[config.mk]
export PLATFORM = sky130hd
export DESIGN_NAME = rbz_spi_reg_master
export DESIGN_NICKNAME = d
export VERILOG_FILES = /design/src/rtl/rbz_spi_pkg.sv /design/src/rtl/rbz_spi_shift_engine.sv /design/src/rtl/rbz_spi_reg_master.sv
export SDC_FILE = /design/constraint.sdc
export NUM_CORES = 1
export LEC_CHECK = 0
export ABC_AREA = 1
export ABC_CLOCK_PERIOD_IN_PS = 3400
export BUFFER_PORTS_ARGS = -buffer_cell sky130_fd_sc_hd__buf_2
export CORE_MARGIN = 8
export CORE_UTILIZATION = 59
export CTS_BUF_LIST = sky130_fd_sc_hd__clkbuf_4
export DETAILED_ROUTE_END_ITERATION = 8
export HOLD_SLACK_MARGIN = 0.15
export PLACE_DENSITY_LB_ADDON = 0.2
export SYNTH_ARGS = -nofsm -noshare
export SYNTH_HDL_FRONTEND = slang
export SYNTH_HIERARCHICAL = 1
export SYNTH_SLANG_ARGS = --single-unit
[constraint.sdc]
create_clock -name clk -period 3.4 [get_ports clk]
set_clock_uncertainty 0.2 [all_clocks]
set_input_delay 1.02 -clock clk [delete_from_list [all_inputs] [get_ports clk]]
set_output_delay 1.02 -clock clk [all_outputs]
set_load 0.1 [all_outputs]
[src/rtl/rbz_spi_pkg.sv]
// Shared definitions for the Wishbone SPI register master: register map, field positions, FSM states.
// Latency: n/a (definitions only).
// Backpressure: n/a.
package rbz_spi_pkg;

    // Register offsets, indexed by adr[3:2]
    localparam logic [1:0] OFS_DATA   = 2'd0;
    localparam logic [1:0] OFS_CTRL   = 2'd1;
    localparam logic [1:0] OFS_STATUS = 2'd2;

    // CTRL field positions
    localparam int CTRL_TGT   = 8;
    localparam int CTRL_IE    = 9;
    localparam int CTRL_START = 31;

    // STATUS field positions
    localparam int ST_BUSY = 0;
    localparam int ST_DONE = 1;
    localparam int ST_OVR  = 2;

    typedef enum logic [2:0] {
        IDLE,
        LEAD,
        HI,
        LO,
        TAIL
    } spi_state_t;

endpackage

[src/rtl/rbz_spi_shift_engine.sv]
// SPI mode-0 shifter: sends LEN+1 bits MSB first; presents next-cycle SCLK/CS/MOSI for the caller to register.
// Latency: leaves IDLE on the start edge; frame occupies DIV*(2*(LEN+1)+1) cycles, done pulses on the return to IDLE.
// Backpressure: none; start is only honoured while idle.
module rbz_spi_shift_engine
    import rbz_spi_pkg::*;
#(
    parameter int DIV = 2
) (
    input  logic        clk,
    input  logic        reset,
    input  logic        i_start,
    input  logic [4:0]  i_len,
    input  logic [31:0] i_data,
    output logic        o_busy,
    output logic        o_done_pulse,
    output logic        o_sclk_nxt,
    output logic        o_cs_nxt,
    output logic        o_mosi_nxt
);

    localparam int            CW       = (DIV > 1) ? $clog2(DIV) : 1;
    localparam logic [CW-1:0] DIV_LAST = CW'(DIV - 1);

    spi_state_t    r_state, w_state;
    logic [CW-1:0] r_div, w_div;
    logic [4:0]    r_bits, w_bits;
    logic [31:0]   r_shift, w_shift;
    logic          w_done;

    // State, half-period counter, remaining-bit counter and left-aligned shift register
    always_ff @(posedge clk) begin
        if (reset) begin
            r_state <= IDLE;
            r_div   <= '0;
            r_bits  <= '0;
            r_shift <= '0;
        end else begin
            r_state <= w_state;
            r_div   <= w_div;
            r_bits  <= w_bits;
            r_shift <= w_shift;
        end
    end

    // Next state: every non-idle state lasts DIV cycles; the payload is left-aligned so bit 31 is always on the wire
    always_comb begin
        w_state = r_state;
        w_div   = r_div;
        w_bits  = r_bits;
        w_shift = r_shift;
        w_done  = 1'b0;
        if (r_state == IDLE) begin
            if (i_start) begin
                w_state = LEAD;
                w_div   = DIV_LAST;
                w_bits  = i_len;
                w_shift = i_data << (5'd31 - i_len);
            end
        end else if (r_div != '0) begin
            w_div = r_div - 1'b1;
        end else begin
            w_div = DIV_LAST;
            case (r_state)
                LEAD: w_state = HI;
                HI: begin
                    if (r_bits == '0) begin
                        w_state = TAIL;
                    end else begin
                        w_state = LO;
                        w_bits  = r_bits - 1'b1;
                        w_shift = r_shift << 1;
                    end
                end
                LO: w_state = HI;
                TAIL: begin
                    w_state = IDLE;
                    w_done  = 1'b1;
                end
                default: w_state = IDLE;
            endcase
        end
    end

    assign o_busy       = (r_state != IDLE);
    assign o_done_pulse = w_done;
    assign o_sclk_nxt   = (w_state == HI);
    assign o_cs_nxt     = (w_state != IDLE);
    assign o_mosi_nxt   = (w_state != IDLE) & w_shift[31];

endmodule

[src/rtl/rbz_spi_reg_master.sv]
// Wishbone register front end for the SPI shifter, steering the frame to the raybox reg or vector SPI port.
// Latency: WB ack one cycle after a valid request; SS_N falls on the ack edge of a START write.
// Backpressure: none on WB; DATA/CTRL writes during a transfer are dropped and flagged in STATUS.OVR.
module rbz_spi_reg_master
    import rbz_spi_pkg::*;
#(
    parameter logic [31:0] BASE_ADDR = 32'h3000_0100,
    parameter int          DIV       = 2
) (
    input  logic        clk,
    input  logic        reset,
    input  logic        wbs_cyc_i,
    input  logic        wbs_stb_i,
    input  logic        wbs_we_i,
    input  logic [3:0]  wbs_sel_i,
    input  logic [31:0] wbs_adr_i,
    input  logic [31:0] wbs_dat_i,
    output logic        wbs_ack_o,
    output logic [31:0] wbs_dat_o,
    output logic        o_reg_sclk,
    output logic        o_reg_mosi,
    output logic        o_reg_ss_n,
    output logic        o_vec_sclk,
    output logic        o_vec_mosi,
    output logic        o_vec_ss_n,
    output logic        o_irq
);

    logic        r_ack;
    logic [31:0] r_dat_o;
    logic [31:0] r_data;
    logic [4:0]  r_len;
    logic        r_tgt, r_ie, r_done, r_ovr;
    logic        r_reg_sclk, r_reg_mosi, r_reg_ss_n;
    logic        r_vec_sclk, r_vec_mosi, r_vec_ss_n;

    logic        w_valid, w_acc, w_wr, w_busy, w_done;
    logic        w_wr_data, w_wr_ctrl, w_wr_stat, w_start, w_tgt_eff;
    logic        w_sclk_nxt, w_cs_nxt, w_mosi_nxt;
    logic [1:0]  w_ofs;
    logic [4:0]  w_len_new;
    logic        w_tgt_new, w_ie_new;
    logic [31:0] w_data_new, w_rdat;
    logic        w_unused_adr;

    assign w_valid   = wbs_cyc_i & wbs_stb_i & (wbs_adr_i[31:4] == BASE_ADDR[31:4]);
    assign w_acc     = w_valid & ~r_ack;
    assign w_wr      = w_acc & wbs_we_i;
    assign w_ofs     = wbs_adr_i[3:2];
    assign w_wr_data = w_wr & (w_ofs == OFS_DATA);
    assign w_wr_ctrl = w_wr & (w_ofs == OFS_CTRL);
    assign w_wr_stat = w_wr & (w_ofs == OFS_STATUS);
    assign w_len_new = wbs_sel_i[0] ? wbs_dat_i[4:0] : r_len;
    assign w_tgt_new = wbs_sel_i[1] ? wbs_dat_i[CTRL_TGT] : r_tgt;
    assign w_ie_new  = wbs_sel_i[1] ? wbs_dat_i[CTRL_IE] : r_ie;
    assign w_start   = w_wr_ctrl & ~w_busy & wbs_sel_i[3] & wbs_dat_i[CTRL_START];
    // The START write's own TGT must steer the very first frame cycle
    assign w_tgt_eff = w_start ? w_tgt_new : r_tgt;
    assign w_unused_adr = &{1'b0, wbs_adr_i[1:0]};

    rbz_spi_shift_engine #(.DIV(DIV)) u_engine (
        .clk          (clk),
        .reset        (reset),
        .i_start      (w_start),
        .i_len        (w_len_new),
        .i_data       (r_data),
        .o_busy       (w_busy),
        .o_done_pulse (w_done),
        .o_sclk_nxt   (w_sclk_nxt),
        .o_cs_nxt     (w_cs_nxt),
        .o_mosi_nxt   (w_mosi_nxt)
    );

    // Byte-lane merge for DATA writes and the read-back mux
    always_comb begin
        w_data_new = r_data;
        for (int b = 0; b < 4; b++) begin
            if (wbs_sel_i[b]) w_data_new[8*b +: 8] = wbs_dat_i[8*b +: 8];
        end
        w_rdat = '0;
        case (w_ofs)
            OFS_DATA:   w_rdat = r_data;
            OFS_CTRL:   w_rdat = {22'd0, r_ie, r_tgt, 3'd0, r_len};
            OFS_STATUS: w_rdat = {29'd0, r_ovr, r_done, w_busy};
            default:    w_rdat = '0;
        endcase
    end

    // WB handshake: single-cycle ack and read data captured on the same edge
    always_ff @(posedge clk) begin
        if (reset) begin
            r_ack   <= 1'b0;
            r_dat_o <= '0;
        end else begin
            r_ack <= w_acc;
            if (w_acc) r_dat_o <= w_rdat;
        end
    end

    // Register file: DATA/CTRL locked while busy (overrun flagged), STATUS W1C with DONE set taking priority
    always_ff @(posedge clk) begin
        if (reset) begin
            r_data <= '0;
            r_len  <= '0;
            r_tgt  <= 1'b0;
            r_ie   <= 1'b0;
            r_done <= 1'b0;
            r_ovr  <= 1'b0;
        end else begin
            if ((w_wr_data | w_wr_ctrl) & w_busy) begin
                r_ovr <= 1'b1;
            end else if (w_wr_data) begin
                r_data <= w_data_new;
            end else if (w_wr_ctrl) begin
                r_len <= w_len_new;
                r_tgt <= w_tgt_new;
                r_ie  <= w_ie_new;
            end else if (w_wr_stat & wbs_sel_i[0] & wbs_dat_i[ST_OVR]) begin
                r_ovr <= 1'b0;
            end
            if (w_done) begin
                r_done <= 1'b1;
            end else if (w_wr_stat & wbs_sel_i[0] & wbs_dat_i[ST_DONE]) begin
                r_done <= 1'b0;
            end
        end
    end

    // SPI pins: engine's next values registered onto the selected port; the other port held idle
    always_ff @(posedge clk) begin
        if (reset) begin
            r_reg_sclk <= 1'b0;
            r_reg_mosi <= 1'b0;
            r_reg_ss_n <= 1'b1;
            r_vec_sclk <= 1'b0;
            r_vec_mosi <= 1'b0;
            r_vec_ss_n <= 1'b1;
        end else begin
            r_reg_sclk <= w_sclk_nxt & ~w_tgt_eff;
            r_reg_mosi <= w_mosi_nxt & ~w_tgt_eff;
            r_reg_ss_n <= ~(w_cs_nxt & ~w_tgt_eff);
            r_vec_sclk <= w_sclk_nxt & w_tgt_eff;
            r_vec_mosi <= w_mosi_nxt & w_tgt_eff;
            r_vec_ss_n <= ~(w_cs_nxt & w_tgt_eff);
        end
    end

    assign wbs_ack_o  = r_ack;
    assign wbs_dat_o  = r_dat_o;
    assign o_reg_sclk = r_reg_sclk;
    assign o_reg_mosi = r_reg_mosi;
    assign o_reg_ss_n = r_reg_ss_n;
    assign o_vec_sclk = r_vec_sclk;
    assign o_vec_mosi = r_vec_mosi;
    assign o_vec_ss_n = r_vec_ss_n;
    assign o_irq      = r_done & r_ie;

endmodule

# Word-level counts from Yosys, hierarchy flattened
# Index checks and enable logic that the tools add are counted.
[op_classes] mux=31 reduce_logical=17 bitwise=30 n_eq_ne=13 addsub=3 shift=1
[op_table] op="$mux W32" n=5
[op_table] op="$pmux W32 S3" n=1
[op_table] op="$shl A32 B5 Y32" n=1
[op_table] op="$mux W5" n=6
[op_table] op="$eq A28 B26 Y1 const B" n=1
[op_table] op="$and A1 B1 Y1" n=22
[op_table] op="$reduce_and A3 Y1" n=6
[op_table] op="$mux W1" n=14
[op_table] op="$mux W3" n=4
[op_table] op="$eq A3 B2 Y1 const B" n=3
[op_table] op="$reduce_and A4 Y1" n=2
[op_table] op="$not A1 Y1" n=7
[op_table] op="$ne A2 B1 Y1 const B" n=3
[op_table] op="$pmux W3 S2" n=1
[op_table] op="$reduce_bool A2 Y1" n=3
[op_table] op="$reduce_bool A3 Y1" n=2
[op_table] op="$logic_not A5 Y1" n=1
[op_table] op="$sub A5 B1 Y5 const B" n=1
[op_table] op="$sub A5 B5 Y5 const A" n=1
[op_table] op="$ne A2 B2 Y1 const B" n=2
[op_table] op="$eq A3 B1 Y1 const B" n=1
[op_table] op="$eq A3 B3 Y1 const B" n=1
[op_table] op="$logic_not A3 Y1" n=1
[op_table] op="$eq A2 B1 Y1 const B" n=1
[op_table] op="other kinds (5)" n=5
[word_totals] word_cells=117 reg_bits=121 out_inout_bits=40 input_bits=73

# Depth between registers and ports, before layout
# Gate-level depths: netlist (run 1).
[logic_depth] depth_word=13 ltp_mapped=19 depth_no_buf=18

# By module
# The synthesis (run 1) kept the hierarchy.
[modules_own_cells] module="rbz_spi_reg_master" cells_each=539 n_inst=1 seq_area_each_um2=1601.5 area_each_um2=3606.0
[modules_own_cells] module="rbz_spi_shift_engine" cells_each=592 n_inst=1 seq_area_each_um2=820.8 area_each_um2=3425.8

# Worst setup path before layout (run 1)
# OpenSTA, ideal clock, no wires.
[synth_path] kind="input to register" startpoint="input wbs_adr_i[31]" endpoint="register u_engine.r_shift[5]" arrival_ns=2.892 slack_ns=0.234 path_stages=16 n_path_buf=3 required_time_ns=3.126 setup_ns=0.074 cell_sequence="nor2_1 -> nand2_1 -> nor2_1 -> nand2_1 -> nor2_4 -> nand4_1 -> clkbuf_1 -> nor3_1 -> inv_1 -> nor2_4 -> inv_1 -> nor2_2 -> buf_4 -> buf_4 -> nand4_1 -> a31oi_1"
[synth_via] elab_chain_len=10
[synth_lines] element="start, declared" line="rbz_spi_reg_master.sv:16" text="input logic [31:0] wbs_adr_i,"
[synth_lines] element="$eq A28 B26 Y1" line="rbz_spi_reg_master.sv:46" text="assign w_valid = wbs_cyc_i & wbs_stb_i & (wbs_adr_i[31:4] == BASE_ADDR[31:4]);"
[synth_lines] element="$and A1 B1 Y1" line="rbz_spi_reg_master.sv:46"
[synth_lines] element="$and A1 B1 Y1" line="rbz_spi_reg_master.sv:47" text="assign w_acc = w_valid & ~r_ack;"
[synth_lines] element="$and A1 B1 Y1" line="rbz_spi_reg_master.sv:48" text="assign w_wr = w_acc & wbs_we_i;"
[synth_lines] element="$and A1 B1 Y1" line="rbz_spi_reg_master.sv:51" text="assign w_wr_ctrl = w_wr & (w_ofs == OFS_CTRL);"
[synth_lines] element="$and A1 B1 Y1 (3 in series)" line="rbz_spi_reg_master.sv:56" text="assign w_start = w_wr_ctrl & ~w_busy & wbs_sel_i[3] & wbs_dat_i[CTRL_START];"
[synth_lines] element="named net w_start" line="rbz_spi_reg_master.sv:38" text="logic w_wr_data, w_wr_ctrl, w_wr_stat, w_start, w_tgt_eff;"
[synth_lines] element="$ne A2 B2 Y1 (no line)"
[synth_lines] element="$reduce_and A4 Y1 (no line)"
[synth_lines] element="end signal, assigned" line="rbz_spi_shift_engine.sv:41" text="r_shift <= w_shift;"
[synth_lines] element="end, declared" line="rbz_spi_shift_engine.sv:27" text="logic [31:0] r_shift, w_shift;"
# The timed path passes the listed nets, and every way through them passes these cells.
# A chain may end at the register's enable or synchronous reset.

# Worst setup path after layout (run 1)
[layout_path] startpoint="input wbs_adr_i[29]" endpoint="register r_reg_mosi, in the netlist o_reg_mosi"
[layout_via] elab_chain_len=13 word_cells_on_any_way=17 classes_between="1 x eq/ne; 5 x mux; 10 x bitwise; 1 x reduce/logical"
[layout_lines] element="$eq A28 B26 Y1 (*)" line="rbz_spi_reg_master.sv:46"
[layout_lines] element="$and A1 B1 Y1 (*)" line="rbz_spi_reg_master.sv:46"
[layout_lines] element="$and A1 B1 Y1 (*)" line="rbz_spi_reg_master.sv:47"
[layout_lines] element="$and A1 B1 Y1 (*)" line="rbz_spi_reg_master.sv:48"
[layout_lines] element="$and A1 B1 Y1 (*)" line="rbz_spi_reg_master.sv:51"
[layout_lines] element="$and A1 B1 Y1 (*) (3 in series)" line="rbz_spi_reg_master.sv:56"
[layout_lines] element="named net w_start" line="rbz_spi_reg_master.sv:38"
[layout_lines] element="$mux W3" line="rbz_spi_shift_engine.sv:53" text="if (i_start) begin"
[layout_lines] element="$mux W3" line="rbz_spi_shift_engine.sv:52" text="if (r_state == IDLE) begin"
[layout_lines] element="$reduce_bool A3 Y1" line="rbz_spi_shift_engine.sv:88" text="assign o_mosi_nxt = (w_state != IDLE) & w_shift[31];"
[layout_lines] element="$and A1 B1 Y1 (*)" line="rbz_spi_shift_engine.sv:88"
[layout_lines] element="named net w_mosi_nxt" line="rbz_spi_reg_master.sv:39" text="logic w_sclk_nxt, w_cs_nxt, w_mosi_nxt;"
[layout_lines] element="$and A1 B1 Y1 (*)" line="rbz_spi_reg_master.sv:140" text="r_reg_mosi <= w_mosi_nxt & ~w_tgt_eff;"
[layout_lines] element="end signal, assigned" line="rbz_spi_reg_master.sv:140"
[layout_lines] element="end, declared" line="rbz_spi_reg_master.sv:34" text="logic r_reg_sclk, r_reg_mosi, r_reg_ss_n;"
# The timed path passes the listed nets; every way through them passes the cells marked *. The select of a mux whose other input is x is not followed.

==> metrics.yaml, run 1 <==
ys_ff_latch: 121
crit_path_end_kind: "flop"
r2r-end: "o_reg_mosi"
final_cell_mix: "249 x nand2_1, 207 x nand3_1, 127 x nor2_1"
cap_violations: 0
cts.clk_slew.worst_paths_ns: 0.10
syn_area_um2: 7030
io_pins: 113
die_area_um2: 15700
report.final.slew_viol_count: 0
fmax_ghz: 0.325
ff2ff_setup_slack_ns: 0.53
syn_avg_cell_area_um2: 6.22
grt_pass1_vias: 7149
synthCells: 1131
drt_pass1_iterations: 7
rows: 40
coreArea_um2: 11800
drive_gt1_frac: 0.170
setup_violations: 0
grt_use_total: 0.261
drc: 0
fp.dieW_um: 125
hp-class: "flop to flop"
antenna_found_initial: 0
start_kind: "input pin"
n_antenna_cell: 0
via_count: 7896
routedWlPerCell_um: 14.8
synth_ff_type: "dfxtp_1"
cts_setup_buffers: 0
leakagePower_nw: 3.69
worst_pin_slew_ns: 1.26
cp.required_ns: 3.67
stdcell_count: 1403
hpwl_um: 15200
nets: 1318
cts.htree.levels: 4
cts.path.max_buffers: 2
maxSlewHeadroom: 0.156
ant_nets: 0
drt-total-wl_um: 20800
yosys.area.top_type_share: 0.344
synth_nets: 1206
final_common_cell: "nand2_1"
numPlacedInstances: 1371
hold_end: "r_len[4]"
r2r_start: "wbs_ack_o"
ir_drop_uv: 560
critPathBufInv: 4
cts_hold_buf: 0
power.density_nw_per_um2: 345
ys_warn_count: 6
synth_edf_count: 0
r2r_cells: 16
cts_tree: "built"
cpPeakStageDelay_ns: 0.95
rsz0062_at_grt: "no"
hold_viol: 0
cpMaxStageDelayCell: "nor2_1"
worstHoldStart: "r_len[4]"
grt_max_degree: 62
clockRootBuffer: "clkbuf_4"
drt_iter0_markers: 767
crit_type: "input pin to flop"
vias_per_cell: 5.63
start_util: 0.595
timing.setup.tns_ns: 0
cts_resized: 0
crit_family: "simple AND/OR/NAND/NOR gates"
startpoint: "wbs_adr_i[29]"
outcome: "finished clean"
die_y_um: 125
grt_first_pass_wirelength_um: 33900
holdPathStages: 2
cts_made_buffers: 17
clock_latency_ns: 0.55
postSynth.asyncResetShare: 0
yosysTopAreaCell: "dfxtp_1"
min_period_ns: 3.08
cp_cell_sequence: "buf_2 > nand2_1 > inv_1 > nand2_1 > nor2_1 > nand2_1 > nor2_4 > nand4_1 > nor3_1 > inv_1 > nor2_4 > nor2_1 > nand2_1 > nand2_1 > inv_1 > a21oi_1 > nand2_1 > a21oi_1"
cp_max_fo: 17
fin_crit_sh: 0.905
path_common_cell: "nand2_1"
arrival_ns: 3.35
numClockSinks: 121
area_growth_pct: 17.2
place_congestion: 0.927
synth.distinct_cells: 37
synth.yosys.seq_area_share: 0.344
portBuffers: 110
synthTopCellsByArea: "dfxtp_1 34%, nand3_1 15%, nand2_1 13%, nor2_1 6.8%, inv_1 6.5%"
grt-ovfl-total: 0
## worst register-to-register path, delay by kind of cell, from the launching register on
| kind | cells | cell delay, ns |
|---|---|---|
| compound gates | 2 | 0.26 |
| simple gates | 11 | 1.74 |
| buf+inv | 3 | 0.22 |
| flops | 1 | 0.37 |
## cells in the mapped netlist (2+ instances only)
| master | number |
|---|---|
| a21oi_1 | 50 |
| a221oi_1 | 2 |
| a31oi_1 | 18 |
| buf_1 | 11 |
| buf_2 | 24 |
| buf_4 | 4 |
| clkbuf_1 | 28 |
| clkinv_1 | 2 |
| dfxtp_1 | 121 |
| ha_1 | 2 |
| inv_1 | 121 |
| inv_2 | 2 |
| nand2_1 | 249 |
| nand2_2 | 2 |
| nand3_1 | 207 |
| nand4_1 | 32 |
| nor2_1 | 127 |
| nor2_2 | 6 |
| nor2_4 | 2 |
| nor3_1 | 9 |
| o211ai_1 | 15 |
| o21a_1 | 2 |
| o21ai_0 | 74 |
| o31ai_1 | 7 |
| or2_2 | 2 |
## final cells by class
type | count | area, um^2
clock buffer | 17 | 128
clock inverter | 15 | 178
fill | 1097 | 3570
inverter | 125 | 469
multi-input combinational | 817 | 3850
sequential | 121 | 2420
tap | 147 | 184
timing repair buffer | 161 | 1010
## logic make-up (layout without fill, tap and decap cells)
family	count (synthesis)	count (layout)	synth area share
flops	121	121	0.344
compound gates	173	173	0.138
buf+inv	193	318	0.111
simple gates	641	641	0.402
xor+xnor	1	1	0.00125
fa+ha+maj	2	2	0.00356
## worst max path at each step
stage                                endpoint  slack [ns]  cells past startpoint
after floorplan           u_engine/r_shift[5]        0.23                     16
after global placement             o_reg_mosi       -0.14                     18
after detailed placement  u_engine/r_shift[5]       -0.19                     15
after CTS                          o_reg_mosi        0.38                     18
after global routing               o_reg_mosi        0.10                     18
final                              o_reg_mosi        0.32                     18
## registers in the layout, summed over array words and instances (netlist names)
name              flops
r_data               32
u_engine/r_shift     32
o_reg_ss_n            1
r_ovr                 1
o_vec_mosi            1
wbs_dat_o            32
u_engine/r_state      3
r_ie                  1
r_len                 5
o_reg_sclk            1
u_engine/r_div        1
o_reg_mosi            1
r_tgt                 1
o_vec_ss_n            1
u_engine/r_bits       5
wbs_ack_o             1
o_vec_sclk            1
r_done                1
## routing by layer
metal | track usage | vias to the layer above | part of all wire
met4 | 0.117 | 0 | 0.028
met5 | 0 | - | 0
li1 | - | 3980 | -
met2 | 0.441 | 299 | 0.47
met3 | 0.0599 | 55 | 0.074
met1 | 0.310 | 3562 | 0.42
## where the power goes
part            switching, mW  internal (mW)  total (mW)
logic                   0.201          0.119       0.320
registers      0.000000000191           1.42        1.42
clock network           0.599          0.509        1.11
## per-stage QoR
step | area [um^2] | utilization | setup slack (ns) | power, mW | hold WS (ns)
after floorplan | 7030 | - | 0.234 | 1.63 | 0.239
after global placement | 7940 | 0.672 | -0.143 | 1.76 | 0.254
after detailed placement | 7940 | 0.672 | -0.187 | 1.76 | 0.260
after CTS | 8240 | 0.698 | 0.379 | 2.85 | 0.277
after global routing | 8240 | 0.698 | 0.100 | 2.95 | 0.299
final | 8240 | 0.698 | 0.322 | 2.84 | 0.276
No activity file was read; power rests on OpenSTA's default activity.
==> run 2, diff against run 1 <==
REMOVE_ABC_BUFFERS = 1   (was unset)
==> metrics.yaml, run 2 (same netlist as run 1, synthesis figures left out) <==
outcome: "finished clean"
vias_per_cell: 5.65  # +0.34%
ant_nets: 0  # unchanged
cp.required_ns: 3.72  # +0.05 ns
fin_crit_sh: 0.841  # -0.0639
leakagePower_nw: 3.62  # -2.0%
holdPathStages: 2  # unchanged
nets: 1302  # -1.2%
cp_max_fo: 12  # -5
grt_use_total: 0.265  # +0.00418
power.density_nw_per_um2: 347  # +0.68%
fillCellCount: 1095  # -0.18%
fmax_ghz: 0.350  # +7.6%
die_y_um: 125  # unchanged
final_cell_area_um2: 8120  # -1.5%
cts_resized: 0  # unchanged
portBuffers: 110  # unchanged
ir_drop_uv: 290  # -48%
startpoint: "wbs_adr_i[25]"
hp-class: "flop to flop"
antenna_found_initial: 0  # unchanged
numClockSinks: 121  # unchanged
die_area_um2: 15700  # unchanged
cpMaxStageDelayCell: "nor3_1"
cts.htree.levels: 4  # unchanged
routedWlPerCell_um: 15.0  # +1.4%
drt_iter0_markers: 862  # +12%
cts_hold_buf: 0  # unchanged
setup_violations: 0  # unchanged
totalPowerFinal_mw: 2.82  # -0.80%
r2r_start: "u_engine/r_state[0]"
start_kind: "input pin"
clock_latency_ns: 0.58  # +0.03 ns
drt-total-wl_um: 20800  # +0.31%
via_count: 7838  # -0.73%
io_pins: 113  # unchanged
final_cell_mix: "249 x nand2_1, 207 x nand3_1, 127 x nor2_1"
fp.dieW_um: 125  # unchanged
cp_cell_sequence: "buf_2 > nor2_1 > nand2_1 > nor2_1 > nand2_1 > nor2_4 > nand4_1 > nor3_1 > inv_1 > nor2_4 > nand2_1 > inv_1 > nand3_1 > nand3_1 > nand3_1 > inv_1"
final_common_cell: "nand2_1"
rows: 40  # unchanged
drt_pass1_iterations: 6  # -1
place_congestion: 0.934  # +0.71%
regArea_um2: 2420  # unchanged
min_period_ns: 2.86  # -0.217 ns
cts_tree: "built"
coreArea_um2: 11800  # unchanged
r2r_cells: 13  # -3
multi_input_area_um2: 3850  # unchanged
cap_violations: 0  # unchanged
arrival_ns: 3.18  # -0.17 ns
maxSlewHeadroom: 0.518  # +0.362
crit_type: "input pin to flop"
start_util: 0.595  # unchanged
cpPeakStageDelay_ns: 0.34  # -0.61 ns
cts.path.max_buffers: 2  # unchanged
grt_pass1_vias: 7234  # +1.2%
grt-ovfl-total: 0  # unchanged
report.final.slew_viol_count: 0  # unchanged
hpwl_um: 15300  # +0.69%
hold_viol: 0  # unchanged
drive_gt1_frac: 0.159  # -0.0107
area_growth_pct: 15.5
r2r-end: "u_engine/r_shift[25]"
clockRootBuffer: "clkbuf_4"
grt_max_degree: 65  # +4.8%
cts.clk_slew.worst_paths_ns: 0.12  # +0.02 ns
grt_first_pass_wirelength_um: 34300  # +1.4%
place_area_um2: 7820  # -1.5%
cts_setup_buffers: 0  # unchanged
ff2ff_setup_slack_ns: 0.76  # +0.23 ns
cts_made_buffers: 17  # unchanged
crit_path_end_kind: "flop"
drc: 0  # unchanged
rsz0062_at_grt: "no"
worst_pin_slew_ns: 0.722  # -0.539 ns
endpoint: "u_engine/r_shift[25]"
-- run 2: cell count changes in the layout (fill, tap and decap cells not counted), sizes merged --
cell	delta
clkbuf	+3
buf	-16
diode	+1
inv	-1
clkinv	-2
-- run 2: where the power goes --
part,internal [mW],leakage [nW],switching [mW]
logic,0.108,2.49,0.201
clock network,0.529,0.153,0.566
registers,1.42,0.974,0.000000000192
-- run 2: worst min path at each step --
stage / endpoint / from
global route: u_engine/r_shift[3] / u_engine/r_shift[3]
global placement: u_engine/r_shift[3] / u_engine/r_shift[3]
detailed placement: u_engine/r_shift[3] / u_engine/r_shift[3]
CTS: u_engine/r_shift[3] / u_engine/r_shift[3]
floorplan: u_engine/r_shift[3] / u_engine/r_shift[3]
finish: u_engine/r_shift[3] / u_engine/r_shift[3]
-- run 2: area by class of cell --
type                    count  share of cell area
multi-input cells         817               0.475
flip-flops and latches    121               0.298
repair buffers            145               0.109
inverters                 125              0.0578
well taps                 147              0.0226
clock inverters            12              0.0186
clock buffers              20              0.0185
diodes                      1            0.000308
-- run 2: routing by layer --
metal	wire (um)	GRT usage	vias to the layer above
met5	0	0	-
met4	616	0.112	0
met3	1450	0.0642	55
met2	9630	0.425	283
met1	9120	0.333	3551
li1	-	-	3949
-- run 2: stage by stage --
step	cells	setup WS (ns)	setup TNS, ns	hold WS [ns]	utilization
after global routing	1387	0.388	0	0.302	0.688
after CTS	1387	0.589	0	0.274	0.688
final	1388	0.540	0	0.271	0.688
after detailed placement	1355	0.0144	0	0.256	0.662
after floorplan	1063	-2.64	-80.88	0.239	-
after global placement	1355	0.0557	0	0.252	0.662
-- run 2: worst max-delay path: cells and delay by family --
kind	cells	cell delay (ns)
AND/OR/NAND/NOR	12	1.53
buffers and inverters	4	0.62
